$ cat config.mk
export PLATFORM = sky130hd
export DESIGN_NAME = sd_sector_cache
export DESIGN_NICKNAME = d
export VERILOG_FILES = /design/src/rtl/sd_pkg.sv /design/src/rtl/sd_sector_ram.sv /design/src/rtl/sd_sector_cache.sv
export SDC_FILE = /design/constraint.sdc
export NUM_CORES = 2
export LEC_CHECK = 0
export BUFFER_PORTS_ARGS = -buffer_cell sky130_fd_sc_hd__buf_2
export CELL_PAD_IN_SITES_DETAIL_PLACEMENT = 0
export CELL_PAD_IN_SITES_GLOBAL_PLACEMENT = 1
export CORE_UTILIZATION = 35
export DETAILED_ROUTE_END_ITERATION = 16
export GPL_TIMING_DRIVEN = 0
export PLACE_DENSITY = 0.53
export SKIP_CTS_REPAIR_TIMING = 1
export SYNTH_ARGS = -nofsm -noshare
export SYNTH_HDL_FRONTEND = slang
export SYNTH_SLANG_ARGS = --single-unit
$ cat constraint.sdc
create_clock -name clk -period 9.9 [get_ports clk]
set_clock_uncertainty 0.15 [all_clocks]
set_input_delay 1.98 -clock clk [delete_from_list [all_inputs] [get_ports clk]]
set_output_delay 1.98 -clock clk [all_outputs]
set_load 0.05 [all_outputs]
$ cat src/rtl/sd_pkg.sv
// Shared constants for the SD sector cache: sector geometry, addressing
// shift defaults and the cache FSM state encoding.
package sd_pkg;

    localparam int SECTOR_BYTES = 512;

    // Sector number to controller address: SDSC cards take byte addresses,
    // SDHC/SDXC cards take block addresses.
    localparam int SECTOR_SHIFT_SDSC = 9;
    localparam int SECTOR_SHIFT_SDHC = 0;

    localparam logic [2:0] ST_IDLE       = 3'd0;
    localparam logic [2:0] ST_LOAD_REQ   = 3'd1;
    localparam logic [2:0] ST_LOAD_DATA  = 3'd2;
    localparam logic [2:0] ST_LOAD_END   = 3'd3;
    localparam logic [2:0] ST_FLUSH_REQ  = 3'd4;
    localparam logic [2:0] ST_FLUSH_DATA = 3'd5;
    localparam logic [2:0] ST_FLUSH_END  = 3'd6;

endpackage

$ cat src/rtl/sd_sector_ram.sv
// 512x8 single-port sector buffer with a registered read port.
// A read and a write to the same address in one cycle return the old data.
module sd_sector_ram
    import sd_pkg::*;
(
    input  logic       clk,
    input  logic       reset,
    input  logic [8:0] addr,
    input  logic       we,
    input  logic [7:0] wdata,
    output logic [7:0] rdata
);

    logic [7:0] mem_reg [SECTOR_BYTES];
    logic [7:0] rdata_reg;

    // Write port; array contents are deliberately never reset.
    always_ff @(posedge clk) begin
        if (we) begin
            mem_reg[addr] <= wdata;
        end
    end

    // Registered read (read-before-write); only the output register is reset.
    always_ff @(posedge clk) begin
        if (reset) begin
            rdata_reg <= '0;
        end else begin
            rdata_reg <= mem_reg[addr];
        end
    end

    assign rdata = rdata_reg;

endmodule

$ cat src/rtl/sd_sector_cache.sv
// Single-sector cache between user logic and sd_controller. LOAD copies one
// card sector into the local buffer, FLUSH writes the buffer back. The host
// owns the RAM port while idle; the FSM owns it while busy.
module sd_sector_cache
    import sd_pkg::*;
#(
    parameter logic [23:0] TIMEOUT_CYCLES = 24'd10_000_000,
    parameter int          SECTOR_SHIFT   = SECTOR_SHIFT_SDSC
) (
    input  logic        clk,
    input  logic        reset,
    input  logic        cmd_load,
    input  logic        cmd_flush,
    input  logic [31:0] cmd_sector,
    output logic        busy,
    output logic        done,
    output logic        err,
    output logic        dirty,
    input  logic [8:0]  host_addr,
    input  logic        host_we,
    input  logic [7:0]  host_wdata,
    output logic [7:0]  host_rdata,
    input  logic        sd_ready,
    output logic        sd_rd,
    output logic        sd_wr,
    output logic [31:0] sd_address,
    input  logic [7:0]  sd_dout,
    input  logic        sd_byte_available,
    output logic [7:0]  sd_din,
    input  logic        sd_ready_for_next_byte
);

    logic [2:0]  state_reg;
    logic [9:0]  idx_reg;
    logic [23:0] tmo_reg;
    logic        skip_first_reg;
    logic        rfnb_d_reg;
    logic        load_din_reg;
    logic        busy_reg, done_reg, err_reg, dirty_reg;
    logic        sd_rd_reg, sd_wr_reg;
    logic [31:0] sd_address_reg;
    logic [7:0]  sd_din_reg;
    logic        host_view_reg;
    logic [7:0]  host_hold_reg;

    logic [8:0]  ram_addr;
    logic        ram_we;
    logic [7:0]  ram_wdata;
    logic [7:0]  ram_rdata;
    logic        idle;
    logic        rfnb_rise;
    logic        timeout_hit;
    logic [9:0]  idx_plus1;

    assign idle        = (state_reg == ST_IDLE);
    assign rfnb_rise   = sd_ready_for_next_byte & ~rfnb_d_reg;
    assign timeout_hit = !idle && (tmo_reg == TIMEOUT_CYCLES - 24'd1);
    assign idx_plus1   = idx_reg + 10'd1;

    // RAM port mux: host while idle, FSM while busy. During FLUSH_DATA the
    // next byte is always addressed so a counted edge can load it at once.
    always_comb begin
        ram_addr  = host_addr;
        ram_we    = 1'b0;
        ram_wdata = host_wdata;
        if (idle) begin
            ram_we = host_we;
        end else begin
            ram_wdata = sd_dout;
            case (state_reg)
                ST_LOAD_DATA: begin
                    ram_addr = idx_reg[8:0];
                    ram_we   = sd_byte_available;
                end
                ST_FLUSH_REQ:  ram_addr = 9'd0;
                ST_FLUSH_DATA: ram_addr = idx_plus1[8:0];
                default:       ram_addr = idx_reg[8:0];
            endcase
        end
    end

    sd_sector_ram u_ram (
        .clk   (clk),
        .reset (reset),
        .addr  (ram_addr),
        .we    (ram_we),
        .wdata (ram_wdata),
        .rdata (ram_rdata)
    );

    // Command FSM, controller handshake, timeout and status flags.
    always_ff @(posedge clk) begin
        if (reset) begin
            state_reg      <= ST_IDLE;
            idx_reg        <= '0;
            tmo_reg        <= '0;
            skip_first_reg <= 1'b0;
            rfnb_d_reg     <= 1'b0;
            load_din_reg   <= 1'b0;
            busy_reg       <= 1'b0;
            done_reg       <= 1'b0;
            err_reg        <= 1'b0;
            dirty_reg      <= 1'b0;
            sd_rd_reg      <= 1'b0;
            sd_wr_reg      <= 1'b0;
            sd_address_reg <= '0;
            sd_din_reg     <= '0;
        end else begin
            sd_rd_reg    <= 1'b0;
            sd_wr_reg    <= 1'b0;
            done_reg     <= 1'b0;
            load_din_reg <= 1'b0;
            rfnb_d_reg   <= sd_ready_for_next_byte;
            if (load_din_reg) begin
                sd_din_reg <= ram_rdata;
            end
            if (!idle) begin
                tmo_reg <= tmo_reg + 24'd1;
            end
            if (idle && host_we) begin
                dirty_reg <= 1'b1;
            end
            if (timeout_hit) begin
                err_reg   <= 1'b1;
                done_reg  <= 1'b1;
                busy_reg  <= 1'b0;
                state_reg <= ST_IDLE;
            end else begin
                case (state_reg)
                    ST_IDLE: begin
                        if (cmd_load || cmd_flush) begin
                            sd_address_reg <= cmd_sector << SECTOR_SHIFT;
                            err_reg        <= 1'b0;
                            busy_reg       <= 1'b1;
                            tmo_reg        <= '0;
                            state_reg      <= cmd_load ? ST_LOAD_REQ : ST_FLUSH_REQ;
                        end
                    end
                    ST_LOAD_REQ: begin
                        if (sd_ready) begin
                            sd_rd_reg <= 1'b1;
                            idx_reg   <= '0;
                            state_reg <= ST_LOAD_DATA;
                        end
                    end
                    ST_LOAD_DATA: begin
                        if (sd_byte_available) begin
                            idx_reg <= idx_plus1;
                            if (idx_plus1 == 10'(SECTOR_BYTES)) begin
                                state_reg <= ST_LOAD_END;
                            end
                        end
                    end
                    ST_FLUSH_REQ: begin
                        if (sd_ready) begin
                            sd_wr_reg      <= 1'b1;
                            idx_reg        <= '0;
                            skip_first_reg <= 1'b1;
                            load_din_reg   <= 1'b1;
                            state_reg      <= ST_FLUSH_DATA;
                        end
                    end
                    ST_FLUSH_DATA: begin
                        // The command-phase edge carries no data capture.
                        if (rfnb_rise) begin
                            if (skip_first_reg) begin
                                skip_first_reg <= 1'b0;
                            end else begin
                                idx_reg      <= idx_plus1;
                                load_din_reg <= 1'b1;
                                if (idx_plus1 == 10'(SECTOR_BYTES)) begin
                                    state_reg <= ST_FLUSH_END;
                                end
                            end
                        end
                    end
                    ST_LOAD_END, ST_FLUSH_END: begin
                        if (sd_ready) begin
                            dirty_reg <= 1'b0;
                            done_reg  <= 1'b1;
                            busy_reg  <= 1'b0;
                            state_reg <= ST_IDLE;
                        end
                    end
                    default: state_reg <= ST_IDLE;
                endcase
            end
        end
    end

    // Host read view: live RAM output after a host-owned cycle, otherwise
    // the last host value is held so host_rdata stays stable while busy.
    always_ff @(posedge clk) begin
        if (reset) begin
            host_view_reg <= 1'b1;
            host_hold_reg <= '0;
        end else begin
            host_view_reg <= idle;
            if (host_view_reg) begin
                host_hold_reg <= ram_rdata;
            end
        end
    end

    assign host_rdata = host_view_reg ? ram_rdata : host_hold_reg;
    assign busy       = busy_reg;
    assign done       = done_reg;
    assign err        = err_reg;
    assign dirty      = dirty_reg;
    assign sd_rd      = sd_rd_reg;
    assign sd_wr      = sd_wr_reg;
    assign sd_address = sd_address_reg;
    assign sd_din     = sd_din_reg;

endmodule

==> metrics.txt <==
grt total ovfl=0; Worst-path clk slew=0.06 ns; filler cell count=41500; most frequent cells in the layout=edfxtp_1, mux4_2, nand2_1, nor2_1, clkbuf_16; Starting Density=35.2%; commonest non-fill, non-tap cell in the layout=edfxtp_1; Max-cap violations=26; setup TNS=0 ns; synth warn=0; Worst VDD drop=0.311 mV; Post-route DRC=0; share of layout cells above drive strength 1=24.1%; slowest CP cell=buf_2; mapped cell area=0.163 mm²; Total GRT Usage=32.0%; CP Cell Sequence=buf_2, nor3_2, a221oi_2, nand2_2, buf_2, buf_2, buf_2, buf_4, buf_1, nand2_1, nand3_1, o21ai_0, nor3_2, buf_8, nand4_1, o2111ai_1; H-tree depth=5; cell repeated most along the worst path=buf_2; max FFs per register=4096; # clock sinks=4190; #FFs+latches synth=4190; Setup Slack @ Placement=0.227 ns; Synth cell types=86; DRT antenna net count=0; global-route wire length before repair=967 mm; Critical Path RT=10.62 ns; CP Launch Type=flop; ratio of final minimum period to clock period=93.0%; row cnt=250; IO buf count=99; leak pwr=0.0590 µW; final wirelength=768 mm; CTS tree=built; number of synthesized flops with an enable pin=4096; die height=685 µm; vias=99900; Synth Area per Inst=19.4 µm²; RSZ-0062 raised after global routing=false; Area Overhead vs Synth=16.0%; maximum clock rate=109 MHz; critical path capture point type=flop; Crit Path Class=reg -> reg; Post-layout nets=9196; CP Max Fanout=13; Worst Slack Setup Final=0.688 ns; Clk Latency, worst-skew pair=1.08 ns; Die Area=0.470 mm²; Initial DRC Count=19200; Routability Congestion=1.07; Clock Root Buffer=clkbuf_16; # setup viols final=0; DRT Pass-1 Iters=7; clk buf depth=4; Reg2Reg Setup Slack=0.69 ns; sequential element share of the synthesized area=76.4%; total core area=0.464 mm²; I/O Pins=119; slew margin rel.=-19.9%; vias in the first global route=91900; initial antenna violation count=149; CP peak stage delay=0.96 ns; pin count of the biggest net entering global routing=98; post-DR vias/cell=6.31; run status=finished, violations left; pwr dens=359 mW/mm²; Hold Path Class=reg -> reg; asr flop ratio synth=0%; CP arrival=9.93 ns; violated checks=max-capacitance violations, max-slew violations; Tightest Pin Transition=1.79 ns; min Tclk post-route=9.21 ns; ys flop type=edfxtp_1; final design utilization=40.9%; TritonCTS buffer count=448; Die X=685 µm; HPWL after DPL=536 mm; final hold violations=0; Wirelength per Cell=48.5 µm; fin. max-slew vios=180; post-synthesis cell count=8432
[power breakdown]
part / total [µW] / switching, µW / internal [µW] / leakage [µW]
Combinational: 28300 / 21500 / 6820 / 0.0144
Clock: 16600 / 7380 / 9230 / 0.00690
Sequential: 23000 / 58.6 / 23000 / 0.0377
Total: 68000 / 28900 / 39000 / 0.0590
[path summary, 6_finish.rpt]
kind | cells after the start | start | end
worst min-delay path | 2 | sd_address[17] | sd_address[17]
worst max-delay path | 16 | state_reg[0] | u_ram.rdata[3]
worst min register to register | 2 | sd_address[17] | sd_address[17]
worst max register to register | 16 | state_reg[0] | u_ram.rdata[3]
[final cells by class]
type	instances	area (µm²)	area share, %
sequential	4190	125000	65.9
multi-input combinational	3719	36000	19.0
clock buffer	566	11800	6.24
tap	6174	7720	4.07
timing repair buffer	239	3510	1.85
buffer	526	2990	1.58
clock inverter	263	2310	1.22
antenna	145	363	0.191
inverter	5	18.8	0.00990
[cell usage after synthesis, types with 7 or more instances]
| cell type | instances | area, µm² |
|---|---|---|
| and2_1 | 11 | 68.8 |
| o22ai_1 | 26 | 163 |
| a41oi_1 | 8 | 70.1 |
| o211ai_1 | 14 | 105 |
| nand3b_1 | 11 | 82.6 |
| a221oi_2 | 7 | 105 |
| a32oi_1 | 55 | 482 |
| nand2_1 | 804 | 3020 |
| nor2_1 | 626 | 2350 |
| buf_1 | 26 | 97.6 |
| o2111ai_1 | 26 | 228 |
| a21o_1 | 9 | 67.6 |
| a22o_1 | 9 | 78.8 |
| a21oi_1 | 171 | 856 |
| buf_4 | 87 | 653 |
| mux2_2 | 14 | 158 |
| buf_2 | 170 | 851 |
| o21ai_0 | 83 | 415 |
| nand2b_1 | 15 | 93.8 |
| nor4_1 | 25 | 156 |
| edfxtp_1 | 4096 | 123000 |
| a211oi_1 | 8 | 60.1 |
| mux2i_1 | 130 | 1300 |
| nand3_1 | 255 | 1280 |
| dfxtp_1 | 94 | 1880 |
| buf_6 | 45 | 507 |
| a311oi_1 | 12 | 105 |
| and3_1 | 29 | 181 |
| clkbuf_1 | 198 | 743 |
| o21a_1 | 9 | 67.6 |
| mux4_2 | 940 | 21200 |
| o21ai_1 | 17 | 85.1 |
| nor3_1 | 36 | 180 |
| nor2b_1 | 13 | 81.3 |
| a22oi_1 | 134 | 1010 |
| a221oi_1 | 20 | 175 |
| nand4_1 | 45 | 282 |
| a31oi_1 | 43 | 269 |
[critical path: cells and delay by family, from the launching register on]
kind,cells,cell delay (ns)
simple gates,6,2.85
flops,1,0.30
buf+inv,7,4.14
compound gates,3,1.43
[metal layers]
metal  GRT usage, %  wire length (µm)  vias to the layer above
met5          0.980               682                        -
met1           40.2            279000                    53700
met2           44.9            323000                     8321
li1               -                 -                    35900
met3           13.6            107000                     1879
met4           21.1             58000                       52
[logic make-up (layout without fill, tap and decap cells)]
group | Yosys count | in the layout | synth area share (%)
fa+ha+maj | 2 | 2 | 0.0153
xor+xnor | 5 | 5 | 0.0268
buf+inv | 531 | 1599 | 1.76
other cells | 1 | 154 | 0.00229
simple gates | 1920 | 1920 | 5.03
flops | 4190 | 4190 | 76.4
compound gates | 699 | 699 | 2.93
mux | 1084 | 1084 | 13.8
[per-stage QoR]
stage	hold slack (ns)	area [µm²]	instances	total power, µW
final	0.304	190000	15800	68000
after global routing	0.326	189000	15700	67900
after CTS	0.305	189000	15700	66500
after detailed placement	0.297	175000	14900	50300
after global placement	0.292	172000	14700	47800
after floorplan	0.280	163000	8440	36800
No activity file was read; power rests on OpenSTA's default activity.
